[config.mk]
export PLATFORM = sky130hd
export DESIGN_NAME = echo_ctrl
export DESIGN_NICKNAME = d
export VERILOG_FILES = /design/src/rtl/echo_ctrl.sv
export SDC_FILE = /design/constraint.sdc
export NUM_CORES = 1
export LEC_CHECK = 0
export CORE_MARGIN = 1
export CORE_UTILIZATION = 60
export CTS_BUF_LIST = sky130_fd_sc_hd__clkbuf_4 sky130_fd_sc_hd__clkbuf_8
export CTS_CLUSTER_DIAMETER = 60
export DETAILED_ROUTE_END_ITERATION = 6
export DONT_BUFFER_PORTS = 1
export PLACE_DENSITY_LB_ADDON = 0.2
export SLEW_MARGIN = 20
export SYNTH_ARGS = -nofsm -noshare
export SYNTH_HDL_FRONTEND = slang
export SYNTH_SLANG_ARGS = --single-unit
export TNS_END_PERCENT = 10
[constraint.sdc]
create_clock -name clk -period 21.3 [get_ports clk]
set_input_delay 5.325 -clock clk [delete_from_list [all_inputs] [get_ports clk]]
set_output_delay 5.325 -clock clk [all_outputs]
set_load 0.05 [all_outputs]
[src/rtl/echo_ctrl.sv]
// -----------------------------------------------------------------------------
// echo_ctrl
//   Sample-rate sequencer for the single-port circular delay buffer in the
//   echo/delay pedal path. For every accepted input sample it reads the
//   delayed tap, forms the wet output mix and the feedback write value (both
//   saturated), and issues exactly one write strobe to the buffer.
//
//   Sequence per sample: IDLE -> CAPT -> CALC -> WRITE -> IDLE.
//   out_valid rises 3 cycles after the accepted in_valid cycle.
//
// Ports
//   clk          system clock
//   rst_n        asynchronous active-low reset
//   in_valid     one-cycle sample strobe (accepted only in IDLE)
//   in_data      signed input sample, valid with in_valid
//   in_ready     high while IDLE
//   out_valid    one-cycle pulse, out_data carries the processed sample
//   out_data     signed processed sample, held between pulses
//   fb_gain      feedback gain, g / 2^GAIN_WIDTH
//   mix_gain     wet level, g / 2^GAIN_WIDTH
//   bypass       out_data = dry input (buffer writes continue)
//   freeze       once primed, write the tap back unchanged
//   flush        one-cycle pulse, restart priming
//   overrun      sticky flag: a strobe arrived while busy and was dropped
//   ovr_clr      clears overrun (a coincident set wins)
//   buf_en       buffer enable
//   buf_we       buffer write enable
//   buf_wr_data  buffer write data
//   buf_rd_data  buffer read data: registered mem[wr_ptr], the oldest sample
// -----------------------------------------------------------------------------
module echo_ctrl #(
    parameter int DATA_WIDTH = 24,
    parameter int GAIN_WIDTH = 8,
    parameter int FIFO_DEPTH = 4800
) (
    input  logic                         clk,
    input  logic                         rst_n,
    input  logic                         in_valid,
    input  logic signed [DATA_WIDTH-1:0] in_data,
    output logic                         in_ready,
    output logic                         out_valid,
    output logic signed [DATA_WIDTH-1:0] out_data,
    input  logic        [GAIN_WIDTH-1:0] fb_gain,
    input  logic        [GAIN_WIDTH-1:0] mix_gain,
    input  logic                         bypass,
    input  logic                         freeze,
    input  logic                         flush,
    output logic                         overrun,
    input  logic                         ovr_clr,
    output logic                         buf_en,
    output logic                         buf_we,
    output logic signed [DATA_WIDTH-1:0] buf_wr_data,
    input  logic signed [DATA_WIDTH-1:0] buf_rd_data
);

    // Sums carry one guard bit; the product is tap x {0,gain}.
    localparam int SW = DATA_WIDTH + 1;
    localparam int PW = DATA_WIDTH + GAIN_WIDTH + 1;
    localparam int CW = $clog2(FIFO_DEPTH + 1);

    localparam logic [CW-1:0] CNT_FULL = CW'(FIFO_DEPTH);

    localparam logic signed [DATA_WIDTH-1:0] SAT_MAX = {1'b0, {(DATA_WIDTH-1){1'b1}}};
    localparam logic signed [DATA_WIDTH-1:0] SAT_MIN = {1'b1, {(DATA_WIDTH-1){1'b0}}};

    typedef enum logic [1:0] {
        S_IDLE  = 2'd0,
        S_CAPT  = 2'd1,
        S_CALC  = 2'd2,
        S_WRITE = 2'd3
    } state_t;

    state_t r_state;
    state_t w_next_state;

    // Datapath registers
    logic signed [DATA_WIDTH-1:0] r_in;
    logic signed [DATA_WIDTH-1:0] r_tap;
    logic        [GAIN_WIDTH-1:0] r_fb;
    logic        [GAIN_WIDTH-1:0] r_mix;
    logic                         r_byp;
    logic                         r_frz_live;
    logic signed [DATA_WIDTH-1:0] r_out_data;
    logic signed [DATA_WIDTH-1:0] r_wr_data;

    // Control registers
    logic [CW-1:0] r_fill_cnt;
    logic          r_overrun;

    // Combinational datapath
    logic                         w_primed;
    logic signed [DATA_WIDTH-1:0] w_tap;
    logic signed [SW-1:0]         w_in_ext;
    logic signed [SW-1:0]         w_sum_mix;
    logic signed [SW-1:0]         w_sum_fb;
    logic signed [DATA_WIDTH-1:0] w_out_val;
    logic signed [DATA_WIDTH-1:0] w_wr_val;
    logic                         w_drop;

    // Signed tap times unsigned gain, then floor division by 2^GAIN_WIDTH.
    // The shifted result always fits in DATA_WIDTH+1 bits because gain < 1.
    function automatic logic signed [SW-1:0] f_scale(
        input logic signed [DATA_WIDTH-1:0] tap,
        input logic        [GAIN_WIDTH-1:0] gain
    );
        logic signed [PW-1:0] a;
        logic signed [PW-1:0] b;
        logic signed [PW-1:0] prod;
        a    = PW'(tap);
        b    = PW'($signed({1'b0, gain}));
        prod = a * b;
        return prod[PW-1:GAIN_WIDTH];
    endfunction

    // Clamp a guard-bit sum back to the sample range.
    function automatic logic signed [DATA_WIDTH-1:0] f_sat(
        input logic signed [SW-1:0] s
    );
        if (s[SW-1] != s[SW-2]) begin
            return s[SW-1] ? SAT_MIN : SAT_MAX;
        end
        return s[DATA_WIDTH-1:0];
    endfunction

    // -------------------------------------------------------------------------
    // FSM: state register
    // -------------------------------------------------------------------------
    always_ff @(posedge clk or negedge rst_n) begin
        if (!rst_n) begin
            r_state <= S_IDLE;
        end else begin
            r_state <= w_next_state;
        end
    end

    // -------------------------------------------------------------------------
    // FSM: next-state logic
    // -------------------------------------------------------------------------
    always_comb begin
        w_next_state = r_state;
        unique case (r_state)
            S_IDLE:  if (in_valid) w_next_state = S_CAPT;
            S_CAPT:  w_next_state = S_CALC;
            S_CALC:  w_next_state = S_WRITE;
            S_WRITE: w_next_state = S_IDLE;
            default: w_next_state = S_IDLE;
        endcase
    end

    // -------------------------------------------------------------------------
    // FSM: outputs
    // -------------------------------------------------------------------------
    always_comb begin
        in_ready  = 1'b0;
        out_valid = 1'b0;
        buf_en    = 1'b0;
        buf_we    = 1'b0;
        unique case (r_state)
            S_IDLE:  in_ready = 1'b1;
            S_WRITE: begin
                out_valid = 1'b1;
                buf_en    = 1'b1;
                buf_we    = 1'b1;
            end
            default: ;
        endcase
    end

    // Buffer contents are unreset; until FIFO_DEPTH writes have landed the
    // read port may hold garbage, so the tap is forced to zero.
    assign w_primed = (r_fill_cnt == CNT_FULL);
    assign w_tap    = w_primed ? buf_rd_data : '0;

    assign w_in_ext  = $signed({r_in[DATA_WIDTH-1], r_in});
    assign w_sum_mix = w_in_ext + f_scale(r_tap, r_mix);
    assign w_sum_fb  = w_in_ext + f_scale(r_tap, r_fb);

    assign w_out_val = r_byp      ? r_in  : f_sat(w_sum_mix);
    assign w_wr_val  = r_frz_live ? r_tap : f_sat(w_sum_fb);

    assign w_drop = in_valid && (r_state != S_IDLE);

    // -------------------------------------------------------------------------
    // Datapath: input latch (IDLE), tap/controls (CAPT), results (CALC)
    // -------------------------------------------------------------------------
    always_ff @(posedge clk or negedge rst_n) begin
        if (!rst_n) begin
            r_in       <= '0;
            r_tap      <= '0;
            r_fb       <= '0;
            r_mix      <= '0;
            r_byp      <= 1'b0;
            r_frz_live <= 1'b0;
            r_out_data <= '0;
            r_wr_data  <= '0;
        end else begin
            if ((r_state == S_IDLE) && in_valid) begin
                r_in <= in_data;
            end
            if (r_state == S_CAPT) begin
                r_tap      <= w_tap;
                r_fb       <= fb_gain;
                r_mix      <= mix_gain;
                r_byp      <= bypass;
                // freeze has no effect until the buffer holds real samples
                r_frz_live <= freeze && w_primed;
            end
            if (r_state == S_CALC) begin
                r_out_data <= w_out_val;
                r_wr_data  <= w_wr_val;
            end
        end
    end

    // -------------------------------------------------------------------------
    // Fill counter: counts completed writes, saturates at FIFO_DEPTH.
    // flush has priority so a flush during WRITE leaves the count at zero.
    // -------------------------------------------------------------------------
    always_ff @(posedge clk or negedge rst_n) begin
        if (!rst_n) begin
            r_fill_cnt <= '0;
        end else if (flush) begin
            r_fill_cnt <= '0;
        end else if ((r_state == S_WRITE) && !w_primed) begin
            r_fill_cnt <= r_fill_cnt + 1'b1;
        end
    end

    // -------------------------------------------------------------------------
    // Sticky overrun: set beats clear when both happen in the same cycle.
    // -------------------------------------------------------------------------
    always_ff @(posedge clk or negedge rst_n) begin
        if (!rst_n) begin
            r_overrun <= 1'b0;
        end else if (w_drop) begin
            r_overrun <= 1'b1;
        end else if (ovr_clr) begin
            r_overrun <= 1'b0;
        end
    end

    assign out_data    = r_out_data;
    assign buf_wr_data = r_wr_data;
    assign overrun     = r_overrun;

endmodule
### Yosys cells after proc, flatten, opt, wreduce, memory -nomap -nowiden

Cells that the tools add are included.

| operators by class | value |
|---|---|
| equal/unequal tests | 7 |
| add/sub/neg operators | 3 |
| bitwise logic cells | 0 |
| multiply operators | 2 |
| muxes and demuxes | 19 |
| magnitude comparators | 0 |
| div/mod/pow operators | 0 |
| reductions and logical operators | 9 |
| shift-type cells | 0 |

Operator list:

| operator | number |
|---|---|
| 24-bit two-way mux | 9 |
| 24-bit by 9-bit multiplier with 33-bit output | 2 |
| 24-bit by 25-bit adder with 25-bit output | 2 |
| 13-bit two-way mux | 2 |
| 13-bit by 1-bit adder with 13-bit output (second input constant) | 1 |
| 13-bit equality test (second input constant) | 1 |
| 2-bit case mux with 4 select lines | 1 |
| 1-bit two-way mux | 6 |
| 2-bit nonzero test | 3 |
| 2-bit equality test (second input constant) | 2 |
| 1-bit logical AND | 4 |
| 2-bit by 1-bit equality test with 1-bit output (second input constant) | 1 |
| 2-bit logical NOT | 1 |
| 2-bit two-way mux | 1 |
| 1-bit != test | 2 |
| 2-bit != test (second input constant) | 1 |
| 1-bit logical NOT | 1 |

| word-level totals | value |
|---|---|
| output and inout bits | 53 |
| input port bits | 71 |
| memory bits (writable) | 0 |
| flip-flop bits (word level) | 130 |
| latch bits | 0 |
| memory bits (read-only) | 0 |
| word-level logic and storage cells | 51 |
| memories kept | 0 |

### Logic depth before layout (Yosys ltp)

| logic depth | value |
|---|---|
| depth after elaboration | 6 |
| depth in mapped cells | 33 |
| depth with buffers taken out | 29 |

### Least setup slack after synthesis

No wires, ideal clock.

| timing | value |
|---|---|
| kind | register -> register |
| start point | reg r_mix[1] |
| end point | reg r_out_data[20] (netlist: out_data[20]) |
| data arrival time | 7068 ps |
| buffers on the path | 4 |
| clock period less this slack | 7210 ps |
| library setup time | 142 ps |
| required time | 21158 ps |
| stages on the path, launching flop included | 33 |
| path slack | 14090 ps |
| cell sequence | dfrtp_1 -> clkbuf_1 -> clkbuf_1 -> nand2_1 -> fa_1 -> inv_1 -> fa_1 -> fa_1 -> inv_1 -> fa_1 -> inv_1 -> ha_1 -> and3_1 -> and3_1 -> a22oi_1 -> nand3_1 -> a22o_1 -> a211oi_1 -> nor2b_1 -> nor2_1 -> xnor2_1 -> ha_1 -> clkbuf_1 -> a21o_1 -> a21oi_1 -> a31oi_1 -> a311o_1 -> a31oi_1 -> xor2_1 -> nand2_2 -> buf_6 -> a21oi_1 -> o221ai_1 |

| between the ends | value |
|---|---|
| word-level cells in the longest chain between the ends | 6 |
| elaborated cells on any way between the ends | 8 |
| classes of those cells | add/sub (1); mul (1); eq/ne (1); mux (5) |

Ends and longest elaborated chain:

| element | RTL line | source |
|---|---|---|
| start: declaration | 80 | `logic [GAIN_WIDTH-1:0] r_mix;` |
| start signal: assignment | 203 | `r_mix <= mix_gain;` |
| 24-bit by 9-bit multiplier with 33-bit output (*) | 111 | `prod = a * b;` |
| 24-bit by 25-bit adder with 25-bit output (*) | 175 | `assign w_sum_mix = w_in_ext + f_scale(r_tap, r_mix);` |
| 24-bit two-way mux or 1-bit != test (tied branches) | 120, 119 |  |
| 24-bit two-way mux or 1-bit two-way mux (tied branches) | 119 | `if (s[SW-1] != s[SW-2]) begin` |
| 24-bit two-way mux (*) | 122 | `return s[DATA_WIDTH-1:0];` |
| 24-bit two-way mux (*) | 178 | `assign w_out_val = r_byp ? r_in : f_sat(w_sum_mix);` |
| end signal: assignment | 209 | `r_out_data <= w_out_val;` |
| end: declaration | 83 | `logic signed [DATA_WIDTH-1:0] r_out_data;` |

Every way passes the cells marked *; elsewhere a longest branch is shown, timed or not. The select of a mux whose other input is x is not followed.
A chain may end at the register's enable or synchronous reset.

### Worst setup path after layout

| timing | value |
|---|---|
| start point | reg r_fb[1] |
| end point | reg r_wr_data[5] (netlist: buf_wr_data[5]) |

| between the ends | value |
|---|---|
| word-level cells in the longest chain between the ends | 6 |
| elaborated cells on any way between the ends | 8 |
| classes of those cells | add/sub (1); mul (1); eq/ne (1); mux (5) |

Ends and longest elaborated chain:

| element | RTL line | source |
|---|---|---|
| start: declaration | 79 | `logic [GAIN_WIDTH-1:0] r_fb;` |
| start signal: assignment | 202 | `r_fb <= fb_gain;` |
| 24-bit by 9-bit multiplier with 33-bit output (*) | 111 |  |
| 24-bit by 25-bit adder with 25-bit output (*) | 176 | `assign w_sum_fb = w_in_ext + f_scale(r_tap, r_fb);` |
| 24-bit two-way mux or 1-bit != test (tied branches) | 120, 119 |  |
| 24-bit two-way mux or 1-bit two-way mux (tied branches) | 119 |  |
| 24-bit two-way mux (*) | 122 |  |
| 24-bit two-way mux (*) | 179 | `assign w_wr_val = r_frz_live ? r_tap : f_sat(w_sum_fb);` |
| end signal: assignment | 210 | `r_wr_data <= w_wr_val;` |
| end: declaration | 84 | `logic signed [DATA_WIDTH-1:0] r_wr_data;` |

Marks and branches as above.

==> results.py <==
metrics = {
    "run_status": {
        "outcome": "completed",
    },
    "yosys": {
        "post_synth_and_or_nand_nor_area_fraction": 0.1753,
        "synth_common_cells": "inv_1 (439), fa_1 (300), nand2_1 (254)",
        "muxShareOfSynthArea": 0.02251,
        "post-synth-top-area-fraction": 0.2858,
        "post-synth-top-count-cell": "inv_1",
        "synth_async_sr_flop_share": 1.000,
        "postSynthCellCount": 2372,
        "yosys.area.top_type": "fa_1",
        "synthXorXnorAreaFrac": 0.04418,
        "syn_nets": 2923,
        "synth_compound_gate_area_share": 0.1096,
        "syn-cell-area_mm2": 0.02101,
        "synth.distinct_cells": 75,
        "synth-seq-area-share": 0.1548,
        "syn_avg_cell_area_um2": 8.859,
        "synth.ff_latch_count": 130,
        "synth_ff_type": "dfrtp_1",
        "yosys_warnings": 0,
        "synth.top_cells.by_area": "fa_1 (29%), dfrtp_1 (15%), ha_1 (11%), inv_1 (7.8%), and2_1 (6.8%)",
        "combinational_family_with_the_most_area_after_synthesis": "adder cells",
        "post_synth_fa_ha_maj_area_fraction": 0.3935,
        "post_synth_edffs": 0,
    },
    "sta": {
        "final.period_utilization": 0.4127,
        "tightest_slew_ns": 0.9946,
        "worst_hold_slack_ns": 0.5601,
        "finalSetupViolCount": 0,
        "slew-limit-headroom": 0.3353,
        "final.setup_skew_ns": 0.02414,
        "timing.final.crit_period_ns": 8.791,
        "max_freq_mhz": 113.8,
        "finalHoldViolCount": 0,
        "timing.final.max_slew_violations": 0,
        "setup_total_negative_slack_ns": 0,
        "grt_setup_unrepaired": "no",
    },
    "power_and_ir_drop": {
        "power_frac_clock": 0.156,
        "power_density_mw_per_mm2": 71.00,
        "power_spent_charging_and_discharging_nets_mw": 0.8571,
        "worst_supply_voltage_drop_on_vdd_mv": 0.1315,
        "switching_share": 0.5580,
        "cellInternalPower_mw": 0.6788,
        "pwr-share-comb": 0.356,
        "pwr-share-seq": 0.488,
        "standby_leakage_power_nw": 11.26,
        "p_total_mw": 1.536,
    },
    "clock_network": {
        "htree_num_levels": 4,
        "cts_sinks": 130,
        "cts_hold_buffers": 0,
        "clk_path_buf_depth": 2,
        "worst_setup_hold_path_clk_slew_ns": 0.09,
        "clock_tree.root_cell": "clkbuf_8",
        "clk_latency_ns": 0.48,
        "postCtsSetupBuffers": 0,
        "cts_buffers": 17,
        "cts_resized": 0,
        "clock_tree_from_tritoncts": "built",
    },
    "die": {
        "floorplan.initialDensity": 0.6083,
        "floorplan.rows": 68,
        "boundaryPins": 124,
        "die_h_um": 189.1,
        "core_region_area_mm2": 0.03454,
        "die_w_um": 189.1,
        "die_area_mm2": 0.03578,
    },
    "setup_path": {
        "timing.critical_path.to_type": "flop",
        "worstSetupStartpointType": "flop",
        "worstSetupPathType": "reg -> reg",
        "register_to_register_setup_slack_ns": 12.51,
        "timing.critical_path.required_ns": 21.67,
        "critPathMaxFanout": 25,
        "arrival_ns": 9.16,
    },
    "drt": {
        "drc_errors": 0,
        "m1WireLength_mm": 24.21,
        "antenna_violating_nets_post_route": 0,
        "dr_total_vias": 16240,
        "detail_route.first_pass.iterations": 5,
        "wl_met2_mm": 24.69,
        "met3_wirelength_mm": 4.508,
        "drtIter0Drc": 1228,
        "post_drt_via_cell_ratio": 5.887,
        "drt-wirelength-per-cell_um": 19.87,
        "route.top_layer_used": "met4",
        "routed_wl_mm": 54.81,
    },
    "grt": {
        "global_route.overflow_total": 0,
        "grt_max_degree": 131,
        "antenna_found_initial": 0,
        "grt_pass1_wl_mm": 89.18,
        "first_global_vias": 16470,
        "grt.total_usage": 0.3230,
    },
    "placement": {
        "port-buffer-count": 0,
        "place.detailed.instances": 2726,
        "globalplace.congestion": 0.9400,
        "hpwl_mm": 41.87,
    },
    "cells_and_area": {
        "finish.net_count": 2841,
        "stdcell_count": 2758,
        "area_delta_synth_final_pct": 2.941,
        "layout-drive-gt1-share": 0.04646,
        "insertedDiodeCount": 0,
    },
    "worst_hold_path": {
        "timing.hold.worst.class": "reg -> reg",
    },
    "run": {
        "drv.max_cap_violation_count": 0,
    },
}
-- registers in the layout, summed over array words and instances (netlist names), 2 cells and up --
register and cells:
r_tap 24, buf_wr_data 24, out_data 24, r_fb 8
r_in 24, r_state 2, r_fill_cnt 13, r_mix 8
-- power groups by stage --
| stage | Sequential (mW) | Clock, mW | Combinational [mW] |
|---|---|---|---|
| 2_1_floorplan | 0.561 | 0 | 0.520 |
| 3_3_place_gp | 0.742 | 0 | 0.521 |
| 3_5_place_dp | 0.745 | 0 | 0.537 |
| 4_1_cts | 0.742 | 0.243 | 0.539 |
| 5_1_grt | 0.758 | 0.252 | 0.603 |
| 6_report | 0.750 | 0.240 | 0.546 |
-- final timing paths --
kind | depth (start not counted) | to | start
max in group asynchronous | 0 | r_in[18] | rst_n
min | 2 | r_fill_cnt[12] | r_fill_cnt[12]
min in group asynchronous | 0 | r_mix[7] | rst_n
min reg2reg | 2 | r_fill_cnt[12] | r_fill_cnt[12]
max | 27 | buf_wr_data[5] | r_fb[1]
max reg2reg | 27 | buf_wr_data[5] | r_fb[1]
-- metal layers --
layer | GRT usage | vias up
li1 | - | 7380
met1 | 0.4668 | 8113
met2 | 0.5018 | 644
met3 | 0.05487 | 99
met4 | 0.08995 | 0
met5 | 0 | -
-- per-stage QoR --
step | area, um2 | setup WS, ns | util
floorplan | 21010 | 14.09 | -
global placement | 21190 | 12.97 | 0.6134
detailed placement | 21190 | 12.72 | 0.6134
CTS | 21630 | 12.66 | 0.6261
global route | 21630 | 11.98 | 0.6262
finish | 21630 | 12.51 | 0.6262
-- cell usage in the layout (no fill, tap or decap), drive strengths merged, types with 30 or more instances in the layout --
| cell type | instances |
|---|---|
| and2 | 228 |
| inv | 444 |
| mux2 | 42 |
| o21ai | 72 |
| a21oi | 106 |
| ha | 180 |
| xor2 | 35 |
| xnor2 | 63 |
| nand2 | 256 |
| nor2 | 87 |
| fa | 300 |
| dfrtp | 130 |
| a21o | 30 |
-- worst max-delay path, cell delays in order (launching register included) --
cell      delay (ns)
dfrtp_1         0.99
nand2_1         0.17
fa_1            0.53
inv_1           0.05
fa_1            0.49
fa_1            0.55
inv_1           0.05
fa_1            0.47
inv_1           0.04
ha_1            0.33
a21oi_1         0.17
o21ai_0         0.12
o21ai_0         0.54
nand2_2         0.19
a21oi_1         0.25
o21bai_1        0.13
a21o_1          0.21
a21oi_1         0.18
xnor2_1         0.12
ha_1            0.43
nand2_1         0.10
or3_1           0.37
o21ai_0         0.51
a311oi_1        0.20
xnor3_1         0.27
or2_1           0.74
a211oi_1        0.19
a311oi_1        0.31
-- cells by family (layout without fill, tap and decap cells) --
| logic type | after synthesis | in the layout |
|---|---|---|
| buffers and inverters | 546 | 477 |
| AO/OA/AOI/OAI | 354 | 354 |
| multiplexers | 42 | 42 |
| AND/OR/NAND/NOR | 718 | 718 |
| flip-flops | 130 | 130 |
| XOR/XNOR | 101 | 101 |
| adder cells (fa/ha/maj) | 481 | 481 |
-- area by class of cell --
cell class                 count  area (um2)
multi-input combinational   1696       15680
fill                        2985       12910
sequential                   130        3253
inverter                     439        1648
tap                          455       569.3
clock buffer                  20       269.0
clock inverter                12       168.9
timing repair buffer           6       45.04
Power figures use the tool's default switching activity.
